## src/rtl/dct2_4_pipe.sv

```systemverilog
// Three-stage 4-point forward DCT-II row engine (coefficients 64/83/36).
// All stages advance together under a single downstream-driven enable, so one vector is accepted and one emitted per cycle.
module dct2_4_pipe #(
    parameter int IN_W  = 19,
    parameter int SHIFT = 0,
    parameter int OUT_W = 27
) (
    input  logic                 clk,
    input  logic                 rst_n,
    input  logic                 in_valid_i,
    output logic                 in_ready_o,
    input  logic [4*IN_W-1:0]    x_i,
    output logic                 out_valid_o,
    input  logic                 out_ready_i,
    output logic [4*OUT_W-1:0]   y_o,
    output logic                 clip_o
);

    localparam int E_W   = IN_W + 1;
    localparam int ACC_W = IN_W + 8;
    // Compare width is wide enough for both the shifted accumulator and the output range.
    localparam int CW    = ((OUT_W > ACC_W + 1) ? OUT_W : ACC_W + 1) + 1;

    localparam logic signed [ACC_W:0] RND     = ((ACC_W + 1)'(1) <<< SHIFT) >>> 1;
    localparam logic signed [CW-1:0]  SAT_MAX = (CW'(1) <<< (OUT_W - 1)) - CW'(1);
    localparam logic signed [CW-1:0]  SAT_MIN = -(CW'(1) <<< (OUT_W - 1));

    if (IN_W < 2) begin : g_bad_in_w
        $error("dct2_4_pipe: IN_W must be at least 2");
    end
    if (SHIFT < 0 || SHIFT >= IN_W + 8) begin : g_bad_shift
        $error("dct2_4_pipe: SHIFT must lie in [0, IN_W+8)");
    end
    if (OUT_W < 2) begin : g_bad_out_w
        $error("dct2_4_pipe: OUT_W must be at least 2");
    end

    function automatic logic signed [ACC_W-1:0] sext(input logic signed [E_W-1:0] v);
        return {{(ACC_W - E_W){v[E_W-1]}}, v};
    endfunction

    function automatic logic signed [ACC_W-1:0] mul83(input logic signed [ACC_W-1:0] v);
        return (v <<< 6) + (v <<< 4) + (v <<< 1) + v;
    endfunction

    function automatic logic signed [ACC_W-1:0] mul36(input logic signed [ACC_W-1:0] v);
        return (v <<< 5) + (v <<< 2);
    endfunction

    logic                     adv;
    logic signed [E_W-1:0]    xe [4];

    logic                     v1_q, v2_q, v3_q;
    logic signed [E_W-1:0]    e0_q, e1_q, o0_q, o1_q;
    logic signed [E_W-1:0]    e0_d, e1_d, o0_d, o1_d;
    logic signed [ACC_W-1:0]  acc_q [4];
    logic signed [ACC_W-1:0]  acc_d [4];
    logic [4*OUT_W-1:0]       y_q, y_d;
    logic                     clip_q, clip_d;

    logic signed [ACC_W-1:0]  se0, se1, so0, so1;
    logic signed [ACC_W:0]    rnd_s;
    logic signed [CW-1:0]     wide_s;
    logic                     any_sat;

    assign adv         = !v3_q || out_ready_i;
    assign in_ready_o  = adv;
    assign out_valid_o = v3_q;
    assign y_o         = y_q;
    assign clip_o      = clip_q;

    always_comb begin
        for (int i = 0; i < 4; i++) begin
            xe[i] = {x_i[i*IN_W + IN_W - 1], x_i[i*IN_W +: IN_W]};
        end
        e0_d = xe[0] + xe[3];
        e1_d = xe[1] + xe[2];
        o0_d = xe[0] - xe[3];
        o1_d = xe[1] - xe[2];
    end

    always_comb begin
        se0 = sext(e0_q);
        se1 = sext(e1_q);
        so0 = sext(o0_q);
        so1 = sext(o1_q);
        acc_d[0] = (se0 + se1) <<< 6;
        acc_d[2] = (se0 - se1) <<< 6;
        acc_d[1] = mul83(so0) + mul36(so1);
        acc_d[3] = mul36(so0) - mul83(so1);
    end

    // Rounding add is done one bit wider so the +half cannot wrap before the shift.
    always_comb begin
        y_d     = '0;
        any_sat = 1'b0;
        rnd_s   = '0;
        wide_s  = '0;
        for (int i = 0; i < 4; i++) begin
            rnd_s  = {acc_q[i][ACC_W-1], acc_q[i]} + RND;
            rnd_s  = rnd_s >>> SHIFT;
            wide_s = {{(CW - ACC_W - 1){rnd_s[ACC_W]}}, rnd_s};
            if (wide_s > SAT_MAX) begin
                y_d[i*OUT_W +: OUT_W] = SAT_MAX[OUT_W-1:0];
                any_sat = 1'b1;
            end else if (wide_s < SAT_MIN) begin
                y_d[i*OUT_W +: OUT_W] = SAT_MIN[OUT_W-1:0];
                any_sat = 1'b1;
            end else begin
                y_d[i*OUT_W +: OUT_W] = wide_s[OUT_W-1:0];
            end
        end
        clip_d = v2_q && any_sat;
    end

    always_ff @(posedge clk or negedge rst_n) begin
        if (!rst_n) begin
            v1_q   <= 1'b0;
            v2_q   <= 1'b0;
            v3_q   <= 1'b0;
            e0_q   <= '0;
            e1_q   <= '0;
            o0_q   <= '0;
            o1_q   <= '0;
            for (int i = 0; i < 4; i++) begin
                acc_q[i] <= '0;
            end
            y_q    <= '0;
            clip_q <= 1'b0;
        end else if (adv) begin
            v1_q   <= in_valid_i;
            v2_q   <= v1_q;
            v3_q   <= v2_q;
            e0_q   <= e0_d;
            e1_q   <= e1_d;
            o0_q   <= o0_d;
            o1_q   <= o1_d;
            for (int i = 0; i < 4; i++) begin
                acc_q[i] <= acc_d[i];
            end
            y_q    <= y_d;
            clip_q <= clip_d;
        end
    end

endmodule

```

## config.mk

```make
export PLATFORM = sky130hd
export DESIGN_NAME = dct2_4_pipe
export DESIGN_NICKNAME = d
export VERILOG_FILES = /design/src/rtl/dct2_4_pipe.sv
export SDC_FILE = /design/constraint.sdc
export NUM_CORES = 1
export LEC_CHECK = 0
export CELL_PAD_IN_SITES_DETAIL_PLACEMENT = 0
export CELL_PAD_IN_SITES_GLOBAL_PLACEMENT = 1
export CORE_MARGIN = 2
export CORE_UTILIZATION = 35
export CTS_CLUSTER_DIAMETER = 150
export DETAILED_ROUTE_END_ITERATION = 8
export PLACE_DENSITY_LB_ADDON = 0.1
export SYNTH_ARGS = -nofsm -noshare
export SYNTH_HDL_FRONTEND = slang
export SYNTH_SLANG_ARGS = --single-unit
```

## constraint.sdc

```tcl
create_clock -name clk -period 9.38 [get_ports clk]
set_clock_uncertainty 0.15 [all_clocks]
set_input_delay 2.345 -clock clk [delete_from_list [all_inputs] [get_ports clk]]
set_output_delay 2.345 -clock clk [all_outputs]
set_load 0.05 [all_outputs]
```

==> flow_metrics.tcl <==
set metrics [dict create \
    drv_slew 0 \
    final_antenna_net_count 0 \
    setup_tns_ps 0 \
    drc_errors 0 \
    yosysWarnings 0 \
    fin_crit_sh_pct 69.6 \
    arrival_ps 4040 \
    fp.dieH_um 254 \
    finalHoldViolCount 0 \
    viasPerCell 4.91 \
    hold_class "register to register" \
    synthCells 2507 \
    cp_cell_sequence "clkdlybuf4s50_1, nor2b_4, inv_8, clkdlybuf4s50_1" \
    critical_path_buf_inv_count 3 \
    cp_max_fo 37 \
    max_cap_violations 0 \
    design_area_sq_mm 0.0257 \
    cts_tree "built" \
    grt_pass1_vias 17338 \
    synth-compound-area-share_pct 15.1 \
    synth-seq-cells 272 \
    grt_max_degree 168 \
    max_freq_mhz 153 \
    syn_area_sq_mm 0.0219 \
    fillers 6308 \
    placed_cell_area_sq_mm 0.0244 \
    layout_commonest_cell "nand2_1" \
    clock-sinks 272 \
    ctsHoldBuffers 0 \
    grt_pass1_wl_mm 97.5 \
    crit_slowest_cell "clkdlybuf4s50_1" \
    worst_setup_path_end_kind "output port" \
    synthAdderAreaFrac_pct 25.0 \
    synth-async-reset-ratio_pct 100 \
    final_core_util_pct 41.5 \
    path_delay_family "buffers and inverters" \
    synth_xor_area_share_pct 5.43 \
    floorplan.rows 91 \
    synth_ff_type "dfrtp_1" \
    cts.htree.levels 2 \
    final_net_count 3049 \
    drt_iter0_markers 891 \
    rsz0062_at_grt "no" \
    drt_first_pass_iters 5 \
    yosysUniqueCellTypes 79 \
    seq_area_frac_synth_pct 31.0 \
    area_growth_pct 17.0 \
    worstMarginPinSlew_ps 945 \
    dieArea_sq_mm 0.0647 \
    synthMuxAreaShare_pct 0.337 \
    clock_latency_ps 560 \
    layout-drive-gt1-share_pct 3.81 \
    synth_edf_count 0 \
    numPortBuffers 178 \
    grt_overflow 0 \
    final_cell_mix "446 x nand2_1, 311 x inv_1, 272 x dfrtp_1, 191 x ha_1, 177 x clkdlybuf4s50_1" \
    fin_hold_ws_ps 311 \
    seqCellArea_sq_mm 0.00681 \
    wirelength_mm 60.8 \
    crit_top_cell "clkdlybuf4s50_1" \
    start_util_pct 35.5 \
    max_stage_delay_ps 880 \
    dr_total_vias 17141 \
    multi_input_comb_area_sq_mm 0.0135 \
    clockBufferDepth 3 \
    dieWidth_um 254 \
    synthSimpleGateAreaFrac_pct 15.2 \
    status "complete, no violations" \
    slew_headroom_pct 36.3 \
    grt_usage_pct 19.2 \
    syn_area_per_cell_sq_um 8.75 \
    ios 191 \
    path_class "input pin to output port" \
    synth_top_family_by_area "adder cells" \
    finalSetupViolCount 0 \
    crit_required_ps 6890 \
    routedWlPerCell_um 17.4 \
    dp_hpwl_mm 47.2 \
    cts_resized 0 \
    cts_buffers 35 \
    path_clk_slew_ps 50 \
    antenna_found_initial 0 \
    postCtsSetupRepairBufs 0 \
    fin_crit_ps 6530 \
    coreArea_sq_mm 0.0618 \
    clock-root-buffer "clkbuf_16" \
    gp_congestion 0.863 \
    worstSetupStartpointType "input pin" \
]
-- cell type report --
cell class | count | area share [%]
multi-input cells | 1813 | 52.5
clock buffers | 44 | 3.78
repair buffers | 188 | 7.35
diodes | 1 | 0.00975
well taps | 837 | 4.08
inverters | 313 | 4.61
clock inverters | 20 | 1.19
flip-flops and latches | 272 | 26.5
-- final timing paths --
kind	cells past startpoint	slack, ps	from	endpoint
worst max-delay path	4	2850	out_ready_i	in_ready_o
worst min-delay path	2	310	y_o[27]$_DFFE_PN0P_	y_o[27]$_DFFE_PN0P_
worst max register to register	16	4050	o0_q[8]$_DFFE_PN0P_	acc_q[80]$_DFFE_PN0P_
worst min register to register	2	310	y_o[27]$_DFFE_PN0P_	y_o[27]$_DFFE_PN0P_
max in group asynchronous	2	6150	rst_n	acc_q[70]$_DFFE_PN0P_
min in group asynchronous	1	1630	rst_n	y_o[12]$_DFFE_PN0P_
-- layer usage --
metal  global-route usage, %  wire length, um  vias to the layer above
li1                        -                -                     8408
met1                    29.3            31100                     8411
met2                    29.4            26800                      281
met3                    2.52             2220                       41
met4                    3.28              724                        0
met5                       0                0                        -
-- through the flow --
step | setup WS [ps] | std cells
5_1_grt | 2790 | 3487
4_1_cts | 2840 | 3487
2_1_floorplan | 3330 | 2518
3_5_place_dp | 2840 | 3423
6_report | 2850 | 3488
3_3_place_gp | 2850 | 3423
-- cell families (layout without fill, tap and decap cells) --
| group | after synthesis | after routing |
|---|---|---|
| other cells | 1 | 13 |
| mux | 7 | 7 |
| fa+ha+maj | 346 | 346 |
| flops | 272 | 272 |
| simple gates | 782 | 782 |
| xor+xnor | 136 | 136 |
| compound gates | 530 | 530 |
| buf+inv | 433 | 565 |
-- worst register-to-register path, cell delays in order (launching register included) --
cell and delay, ps:
dfrtp_1 530, inv_1 230, fa_1 520, inv_1 50, fa_1 530, inv_1 60
fa_1 530, inv_1 40, ha_1 350, o21a_1 220, o21ai_0 430, nor3_1 120
a21oi_1 590, o21ai_0 220, a21oi_1 230, xnor2_1 270, a21oi_1 120
-- cells in the mapped netlist, types with 3 or more instances --
cell | instances | area (sq um)
a311oi_1 | 9 | 78.8
a211oi_1 | 17 | 128
o31a_1 | 7 | 61.3
o41ai_1 | 3 | 26.3
nor3b_1 | 5 | 37.5
dfrtp_1 | 272 | 6810
o21ai_1 | 7 | 35.0
a221oi_1 | 5 | 43.8
a211o_1 | 9 | 78.8
a21o_1 | 29 | 218
a41oi_1 | 3 | 26.3
nand2_1 | 446 | 1670
buf_4 | 15 | 113
or2_2 | 4 | 25.0
mux2_2 | 3 | 33.8
inv_1 | 311 | 1170
o21a_1 | 13 | 97.6
mux2i_1 | 4 | 40.0
a21oi_1 | 176 | 881
fa_1 | 155 | 3100
nor3_1 | 29 | 145
o31ai_1 | 14 | 105
xor2_1 | 39 | 342
a31oi_1 | 11 | 68.8
o22ai_1 | 4 | 25.0
nor2b_1 | 18 | 113
nor2_1 | 165 | 619
buf_2 | 10 | 50.1
buf_1 | 11 | 41.3
o41ai_2 | 5 | 81.3
o211ai_1 | 4 | 30.0
and3_1 | 12 | 75.1
nand3_1 | 27 | 135
o21bai_1 | 27 | 203
or3_1 | 12 | 75.1
o21ai_0 | 148 | 741
clkbuf_1 | 82 | 308
nand4_1 | 9 | 56.3
nand3b_1 | 5 | 37.5
nor4_1 | 8 | 50.1
o221ai_1 | 5 | 43.8
xnor2_1 | 97 | 850
nand2b_1 | 29 | 181
a21boi_0 | 3 | 22.5
ha_1 | 191 | 2390
-- state kept, by name, summed over array words and instances, names as in the netlist --
signal       flops
acc_q           95
clip_o           1
e0_q            20
e1_q            20
o0_q            19
o1_q            19
out_valid_o      1
v1_q             1
v2_q             1
y_o             95
Power is left out: the tool's default activity adds up to more than one toggle a clock period on the data nets, which glitch-free logic cannot reach.
